==> config.mk <==
export PLATFORM = sky130hd
export DESIGN_NAME = fpu_add_arbiter_flat
export DESIGN_NICKNAME = d
export VERILOG_FILES = /design/src/rtl/fpu_add_arbiter_if.sv /design/src/rtl/fpu_add_arbiter.sv /design/src/flat_wrapper.sv
export SDC_FILE = /design/constraint.sdc
export NUM_CORES = 1
export LEC_CHECK = 0
export ABC_AREA = 1
export ABC_CLOCK_PERIOD_IN_PS = 5900
export BUFFER_PORTS_ARGS = -buffer_cell sky130_fd_sc_hd__buf_2
export CORE_AREA = 3 3 152 154
export CTS_BUF_LIST = sky130_fd_sc_hd__clkbuf_8
export DETAILED_ROUTE_END_ITERATION = 16
export DIE_AREA = 0 0 155 157
export PLACE_DENSITY_LB_ADDON = 0.3
export SLEW_MARGIN = 20
export SYNTH_ARGS = -nofsm -noshare
export SYNTH_HDL_FRONTEND = slang
export SYNTH_SLANG_ARGS = --single-unit
==> constraint.sdc <==
create_clock -name clk -period 5.9 [get_ports clk]
set_input_delay 1.18 -clock clk [delete_from_list [all_inputs] [get_ports clk]]
set_output_delay 1.18 -clock clk [all_outputs]
set_load 0.02 [all_outputs]
==> src/rtl/fpu_add_arbiter_if.sv <==
// fpu_add_arbiter_if
// Groups the request, adder and response signals of the shared FP32 adder arbiter.
// The slave modport is the arbiter's view. The master modport is the view of the
// surrounding logic: the requesters, the adder and the result consumer.
interface fpu_add_arbiter_if #(
  parameter int NREQ = 4,
  parameter int IDW  = $clog2(NREQ)
);

  logic [NREQ-1:0]      req_valid;
  logic [32*NREQ-1:0]   req_a;
  logic [32*NREQ-1:0]   req_b;
  logic [NREQ-1:0]      req_ready;

  logic [31:0]          add_a;
  logic [31:0]          add_b;
  logic                 add_busy;
  logic [31:0]          add_res;

  logic                 rsp_valid;
  logic                 rsp_ready;
  logic [31:0]          rsp_data;
  logic [IDW-1:0]       rsp_id;

  modport slave (
    input  req_valid, req_a, req_b, add_res, rsp_ready,
    output req_ready, add_a, add_b, add_busy, rsp_valid, rsp_data, rsp_id
  );

  modport master (
    output req_valid, req_a, req_b, add_res, rsp_ready,
    input  req_ready, add_a, add_b, add_busy, rsp_valid, rsp_data, rsp_id
  );

endinterface

==> src/rtl/fpu_add_arbiter.sv <==
// fpu_add_arbiter
// Shares a single external FP32 adder among NREQ requesters. A round-robin arbiter
// picks one requester. Its operands are held on the adder for LAT cycles. The sum is
// then captured and returned together with the requester index.
//
// Build option: define FPU_ARB_FIXED_PRIO_EN to switch to fixed priority. With it
// defined, the lowest-index valid requester always wins and the round-robin
// pointer stays at zero.
module fpu_add_arbiter #(
  parameter int NREQ = 4,
  parameter int LAT  = 2,
  parameter int IDW  = $clog2(NREQ)
) (
  input logic               clk,
  input logic               rst,
  fpu_add_arbiter_if.slave  bus
);

  typedef enum logic [1:0] {
    IDLE = 2'd0,
    BUSY = 2'd1,
    RESP = 2'd2
  } state_t;

  state_t          state_q, state_d;
  logic [IDW-1:0]  ptr_q, ptr_d;
  logic [3:0]      cnt_q, cnt_d;
  logic [31:0]     addA_q, addA_d;
  logic [31:0]     addB_q, addB_d;
  logic [31:0]     rspData_q, rspData_d;
  logic [IDW-1:0]  rspId_q, rspId_d;
  logic            rspValid_q, rspValid_d;

  logic [31:0]     reqA [NREQ];
  logic [31:0]     reqB [NREQ];
  logic [IDW-1:0]  searchBase;
  logic [IDW-1:0]  grantIdx;
  logic            grantValid;
  logic [IDW-1:0]  candIdx;
  int              cand;
  logic [NREQ-1:0] readyVec;

  // Split the packed operand buses into one 32-bit word per requester.
  for (genvar i = 0; i < NREQ; i++) begin : g_unpack
    assign reqA[i] = bus.req_a[32*i +: 32];
    assign reqB[i] = bus.req_b[32*i +: 32];
  end

`ifdef FPU_ARB_FIXED_PRIO_EN
  assign searchBase = '0;
`else
  assign searchBase = ptr_q;
`endif

  // Search for the first valid requester, starting at searchBase and wrapping modulo NREQ.
  always_comb begin
    grantValid = 1'b0;
    grantIdx   = '0;
    cand       = 0;
    candIdx    = '0;
    for (int k = 0; k < NREQ; k++) begin
      cand    = (int'(searchBase) + k) % NREQ;
      candIdx = IDW'(cand);
      if (!grantValid && bus.req_valid[candIdx]) begin
        grantValid = 1'b1;
        grantIdx   = candIdx;
      end
    end
  end

  // Drive a one-hot accept, only in IDLE and never while reset is asserted.
  always_comb begin
    readyVec = '0;
    if (state_q == IDLE && !rst && grantValid) begin
      readyVec[grantIdx] = 1'b1;
    end
  end

  // Compute the next state and the datapath updates for the IDLE/BUSY/RESP sequence.
  always_comb begin
    state_d    = state_q;
    ptr_d      = ptr_q;
    cnt_d      = cnt_q;
    addA_d     = addA_q;
    addB_d     = addB_q;
    rspData_d  = rspData_q;
    rspId_d    = rspId_q;
    rspValid_d = rspValid_q;
    case (state_q)
      IDLE: begin
        if (grantValid) begin
          addA_d  = reqA[grantIdx];
          addB_d  = reqB[grantIdx];
          rspId_d = grantIdx;
          cnt_d   = 4'(LAT);
          state_d = BUSY;
        end
      end
      BUSY: begin
        cnt_d = cnt_q - 4'd1;
        if (cnt_q == 4'd1) begin
          cnt_d      = 4'd0;
          rspData_d  = bus.add_res;
          rspValid_d = 1'b1;
          state_d    = RESP;
        end
      end
      RESP: begin
        if (bus.rsp_ready) begin
          rspValid_d = 1'b0;
          state_d    = IDLE;
`ifndef FPU_ARB_FIXED_PRIO_EN
          if (rspId_q == IDW'(NREQ - 1)) begin
            ptr_d = '0;
          end else begin
            ptr_d = rspId_q + 1'b1;
          end
`endif
        end
      end
      default: begin
        state_d = IDLE;
      end
    endcase
  end

  // Register the state and datapath. Reset discards any in-flight operation.
  always_ff @(posedge clk or posedge rst) begin
    if (rst) begin
      state_q    <= IDLE;
      ptr_q      <= '0;
      cnt_q      <= '0;
      addA_q     <= '0;
      addB_q     <= '0;
      rspData_q  <= '0;
      rspId_q    <= '0;
      rspValid_q <= 1'b0;
    end else begin
      state_q    <= state_d;
      ptr_q      <= ptr_d;
      cnt_q      <= cnt_d;
      addA_q     <= addA_d;
      addB_q     <= addB_d;
      rspData_q  <= rspData_d;
      rspId_q    <= rspId_d;
      rspValid_q <= rspValid_d;
    end
  end

  assign bus.req_ready = readyVec;
  assign bus.add_a     = addA_q;
  assign bus.add_b     = addB_q;
  assign bus.add_busy  = (state_q == BUSY);
  assign bus.rsp_valid = rspValid_q;
  assign bus.rsp_data  = rspData_q;
  assign bus.rsp_id    = rspId_q;

endmodule
==> src/flat_wrapper.sv <==
// flat-port wrapper written by rule: the top's interface ports become plain ports
module fpu_add_arbiter_flat 
#(
  parameter int NREQ = 4,
  parameter int LAT  = 2,
  parameter int IDW  = $clog2(NREQ)
)
  (clk, rst, bus_req_valid, bus_req_a, bus_req_b, bus_add_res, bus_rsp_ready, bus_req_ready, bus_add_a, bus_add_b, bus_add_busy, bus_rsp_valid, bus_rsp_data, bus_rsp_id);
  fpu_add_arbiter_if #(.NREQ(NREQ), .IDW(IDW)) bus_i ();
  input logic clk;
  input logic rst;
  input wire logic [$bits(bus_i.req_valid)-1:0] bus_req_valid;
  input wire logic [$bits(bus_i.req_a)-1:0] bus_req_a;
  input wire logic [$bits(bus_i.req_b)-1:0] bus_req_b;
  input wire logic [$bits(bus_i.add_res)-1:0] bus_add_res;
  input wire logic [$bits(bus_i.rsp_ready)-1:0] bus_rsp_ready;
  output wire logic [$bits(bus_i.req_ready)-1:0] bus_req_ready;
  output wire logic [$bits(bus_i.add_a)-1:0] bus_add_a;
  output wire logic [$bits(bus_i.add_b)-1:0] bus_add_b;
  output wire logic [$bits(bus_i.add_busy)-1:0] bus_add_busy;
  output wire logic [$bits(bus_i.rsp_valid)-1:0] bus_rsp_valid;
  output wire logic [$bits(bus_i.rsp_data)-1:0] bus_rsp_data;
  output wire logic [$bits(bus_i.rsp_id)-1:0] bus_rsp_id;
  assign bus_i.req_valid = bus_req_valid;
  assign bus_i.req_a = bus_req_a;
  assign bus_i.req_b = bus_req_b;
  assign bus_i.add_res = bus_add_res;
  assign bus_i.rsp_ready = bus_rsp_ready;
  assign bus_req_ready = bus_i.req_ready;
  assign bus_add_a = bus_i.add_a;
  assign bus_add_b = bus_i.add_b;
  assign bus_add_busy = bus_i.add_busy;
  assign bus_rsp_valid = bus_i.rsp_valid;
  assign bus_rsp_data = bus_i.rsp_data;
  assign bus_rsp_id = bus_i.rsp_id;
  fpu_add_arbiter #(.NREQ(NREQ), .LAT(LAT), .IDW(IDW)) u_core (.clk(clk), .rst(rst), .bus(bus_i));
endmodule
* Word-level counts from Yosys, hierarchy flattened *
Cells that the tools add are included.
W data, S select, Z words.

cells by class
  add/subtract/negate cells = 5
  order comparisons = 7
  equal/unequal tests = 7
  muxes and demuxes = 36
  bitwise operators = 1
  reduce and logical (&&, ||, !) cells = 19

operators with widths
  cell                   number
  $bmux W32 S2           2
  $mux W32               4
  $mux W2                8
  $lt A2 B3 Y1 const B   5
  $mux W4                3
  $mux W1                11
  $bmux W1 S2            4
  $pmux W4 S2            1
  $reduce_and A2 Y1      4
  $logic_and A1 B1 Y1    6
  $pmux W2 S3            1
  $reduce_and A3 Y1      2
  $add A2 B1 Y2 const B  2
  $add A2 B2 Y2 const B  2
  $eq A2 B2 Y1 const B   2
  $eq A4 B1 Y1 const B   1
  $logic_not A1 Y1       4
  $ne A2 B1 Y1 const B   2
  $reduce_bool A2 Y1     2
  $sub A4 B1 Y4 const B  1
  $ge A3 B3 Y1 const B   1
  $not A2 Y3             1
  $demux W1 S2           1
  $eq A2 B1 Y1 const B   1
  4 further kinds        4

word-level totals
  register bits = 107
  bits of input ports = 295
  output and inout bits = 104
  word-level logic and storage cells = 83

* Longest topological paths before layout *
  word-level depth = 17
  depth in mapped cells = 17
  depth with buffers taken out = 15

* Worst setup path before layout *
No wires, ideal clock.

  path kind = input -> output
  start = input rst
  end = output bus_req_ready[2]
  data arrival time = 4.393 ns
  required time = 4.720 ns
  path slack = 0.327 ns
  stages on the path = 3
  path buffers = 0
  cell sequence = inv_1 > nand2_1 > nor3_1

on the way
  longest elaborated chain between the ends = 4

ends and longest elaborated chain
  element                           line                   text
  from (decl)                       flat_wrapper.sv:11     input logic rst;
  $logic_not A1 Y1                  fpu_add_arbiter.sv:74  if (state_q == IDLE && !rst && grantValid) begin
  $logic_and A1 B1 Y1 (2 in a row)  fpu_add_arbiter.sv:74
  $mux W4                           fpu_add_arbiter.sv:74
  to (decl)                         flat_wrapper.sv:17     output wire logic [$bits(bus_i.req_ready)-1:0] bus_req_ready;

Every way passes these cells.

* Worst setup path after layout *
  start = input bus_req_valid[1]
  end = output bus_req_ready[1]

on the way
  longest elaborated chain between the ends = 17
  elaborated cells between the ends (all ways) = 29
  classes of those cells = order compare: 2; mux: 19; reduce/logical: 8

ends and longest elaborated chain
  element                                                             line                   text
  from (decl)                                                         flat_wrapper.sv:12     input wire logic [$bits(bus_i.req_valid)-1:0] bus_req_valid;
  $bmux W1 S2                                                         fpu_add_arbiter.sv:64  if (!grantValid && bus.req_valid[candIdx]) begin
  $mux W1 (not written as such)                                       fpu_add_arbiter.sv:64
  $mux W1                                                             fpu_add_arbiter.sv:64
  $logic_not A1 Y1                                                    fpu_add_arbiter.sv:64
  $logic_and A1 B1 Y1                                                 fpu_add_arbiter.sv:64
  $mux W1                                                             fpu_add_arbiter.sv:64
  $logic_not A1 Y1                                                    fpu_add_arbiter.sv:64
  $logic_and A1 B1 Y1                                                 fpu_add_arbiter.sv:64
  $mux W1                                                             fpu_add_arbiter.sv:64
  $logic_not A1 Y1                                                    fpu_add_arbiter.sv:64
  $logic_and A1 B1 Y1                                                 fpu_add_arbiter.sv:64
  $mux W2                                                             fpu_add_arbiter.sv:64
  $lt A2 B3 Y1 (not written as such) or $ge A2 B1 Y1 (tied branches)  fpu_add_arbiter.sv:75  readyVec[grantIdx] = 1'b1;
  $logic_and A1 B1 Y1 (not written as such)                           fpu_add_arbiter.sv:75
  $mux W1 (not written as such)                                       fpu_add_arbiter.sv:75
  $demux W1 S2                                                        n/a
  $mux W4 (*)                                                         fpu_add_arbiter.sv:74

Mark *: on every way between the ends. The rest lies on a longest branch, timed or not. The select of a mux whose other input is x is not followed.

==> impl_results.md <==
- First-pass GRT wire length: 42130 um
- Number of flops mapped to enable cells by yosys: 0
- Startpoint type of the worst setup path: primary input
- Total GRT Usage: 21.57%
- Total power: 6.475 mW
- Adder-cell share of the synthesized area: 0.5222%
- Area grow syn2layout: 31.35%
- Filler cell count: 2364
- Yosys warns: 0
- Synth Area in Compound Gates: 0.8877%
- Hold Path Sink: u_core.bus.add_a[21]$_DFFE_PP0P_
- CTS sink cnt: 107
- Inserted Clock Buffers: 9
- Final Cell Area: 9442 um2
- Top_reg_cell synth: dfrtp_1
- Ys async rst share: 100.0%
- Setup Viol. Count Final: 0
- Final min period: 4.690 ns
- Worst-path clk slew: 0.10 ns
- DRC Markers: 0
- Fin nets: 1732
- I/O pins: 399
- DR vias: 8443
- Vias per cell: 4.906
- Vias in the first global route: 7903
- RePlAce Congestion: 0.8791
- Detailed router's first-iteration violation count: 507
- Clk buf depth: 2
- Critical-path maximum fanout: 55
- Seq/Total Area, Yosys: 37.25%
- DR WL/cell: 16.06 um
- Std-Cell Rows: 54
- Hold_sp: u_core.bus.add_a[21]$_DFFE_PP0P_
- Antenna violations before repair: 4
- Place WS: 1.245 ns
- Unrepaired setup endpoints after global routing: no
- Overflow after GRT: 0
- Largest net degree at the start of global routing: 80
- Total of max-cap violations: 0
- Post-synth top area share: 37.25%
- Hold buffers post-CTS: 0
- Die Width: 155 um
- Die area: 24340 um2
- Area post-placement: 9226 um2
- Crit. End Element: primary output
- Final WL: 27630 um
- Worst vdd ir: 0.3827 mV
- Final ANT Viol Nets: 0
- Core footprint: 21820 um2
- DRT Pass-1 Iters: 5
- CTS resizes: 0
- Synth top area cells: dfrtp_1 (37%), nand2_1 (36%), nand4_1 (11%)
- Worst Hold Depth: 2
- Synth Cell Area: 7188 um2
- Period utilisation layout: 79.49%
- Library cells used by synthesis: 23
- Area share of and/or/nand/nor cells after synthesis: 48.95%
- Yosys reg bits: 107
- Number of port buffers: 398
- R2R cell count: 16
- Net Count, Synth: 1399
- Max Fclk: 213.2 MHz
- Max_slew headroom: 44.51%
- Synth Instances: 1101
- H-tree depth: 3
- Pwr per Cell Area: 685.8 nW/um2
- Outcome: finished, final reports clean
- Worst-Margin Slew: 0.8324 ns
- Die Y: 157 um
- Final core utilization: 43.26%
- Share of layout cells above drive strength 1: 32.87%
- Post-CTS Setup Bufs: 0
- Critical R2R Launch: u_core.ptr_q[0]$_DFFE_PP0P_
- Crit path kind: primary input to primary output
- R2R Path End: u_core.bus.add_a[21]$_DFFE_PP0P_
- Syn_area_per_cell: 6.529 um2
- Clk_skew: 0.02240 ns
- Half-perimeter wire length after placement: 19880 um
- CTS tree: done
- Commonest non-fill, non-tap cell in the layout: nand2_1
- Worst min path class: flip-flop to flip-flop
- Final worst slack: 1.210 ns
- Fin. max-slew vios: 0
- Area leader, netlist: dfrtp_1
- Leakage: 5.729 nW
- Initial Utilization: 32.94%
- Clock Latency Late Sink: 0.40 ns
- CP required: 4.72 ns
- Root Driver: clkbuf_8
- Total negative slack: 0 ns
- Most frequent cells in the layout: nand2_1 (684), buf_2 (398), nand4_1 (129)
- Main combinational cell family by area after synthesis: simple AND/OR/NAND/NOR gates
- XOR/XNOR Fraction of Synth Area: 0.2437%
- Mux contribution to synthesized area: 5.013%
- Reg2Reg Setup Slack: 1.78 ns
- Worst endpoint data arrival time: 3.51 ns
- Hold Fails Final Rpt: 0
## registers in the layout, summed over array words and instances (netlist names)
name	count
u_core.bus.rsp_id	2
u_core.state_q	2
u_core.bus.add_b	32
u_core.ptr_q	2
u_core.bus.rsp_data	32
u_core.bus.rsp_valid	1
u_core.bus.add_a	32
u_core.cnt_q	4
## area by class of cell
cell class	instances	area [um2]	area share (%)
timing repair buffer	410	2082	22.05
clock buffer	9	123.9	1.312
multi-input combinational	887	4043	42.82
sequential	107	2678	28.36
antenna	2	5.005	0.05301
clock inverter	7	86.33	0.9144
tap	280	350.3	3.711
inverter	19	73.82	0.7819
## cells by family after synthesis
logic type / after synthesis
AND/OR/NAND/NOR: 839
multiplexers: 32
flip-flops: 107
XOR/XNOR: 2
adder cells (fa/ha/maj): 3
AO/OA/AOI/OAI: 11
buffers and inverters: 107
## synthesized netlist by cell type, types with 2 or more instances
cell	count
nand3_1	7
nand4_1	129
o21ai_1	5
nor2_1	6
nor3_1	5
inv_1	14
o31ai_1	2
nand2_2	2
mux2_2	32
nand2_1	686
clkbuf_1	25
dfrtp_1	107
inv_2	5
buf_4	13
nand3_2	3
ha_1	3
buf_2	50
xnor2_1	2
## worst max-delay path, stage by stage
cell	delay, ns
buf_2	0.11
inv_1	0.06
nand2_1	0.07
nand3_1	0.16
nand2_2	0.09
nor2_4	0.16
nand3_4	0.54
nand3_4	0.28
buf_4	0.50
nor3_1	0.15
buf_2	0.20
## power by group
part / internal, mW / total (mW) / switching, mW
Combinational: 1.44 / 4.70 / 3.26
Sequential: 1.10 / 1.29 / 0.197
Clock: 0.174 / 0.484 / 0.311
Total: 2.71 / 6.48 / 3.76
## worst max-delay path by stage
| stage | startpoint | end | slack (ns) |
|---|---|---|---|
| after global placement | bus_req_valid[1] | bus_req_ready[3] | 1.30 |
| after detailed placement | bus_req_valid[1] | bus_req_ready[1] | 1.24 |
| after CTS | bus_req_valid[1] | bus_req_ready[1] | 1.24 |
| after floorplan | rst | bus_req_ready[2] | 0.33 |
| final | bus_req_valid[1] | bus_req_ready[1] | 1.21 |
| after global routing | bus_req_valid[0] | bus_req_ready[1] | 1.07 |
## stage by stage
step           std cells  hold slack (ns)
6_report            1721           0.4861
5_1_grt             1720           0.5115
4_1_cts             1719           0.4889
3_5_place_dp        1703           0.4597
3_3_place_gp        1703           0.4579
2_1_floorplan       1101           0.4927
## routing by layer
layer	vias up	GRT usage [%]	routed length, um
met4	4	6.897	676
li1	4219	-	-
met3	39	4.427	2119
met2	328	36.38	13410
met5	-	0	21
met1	3853	27.83	11410
No activity file was read; power rests on OpenSTA's default activity.
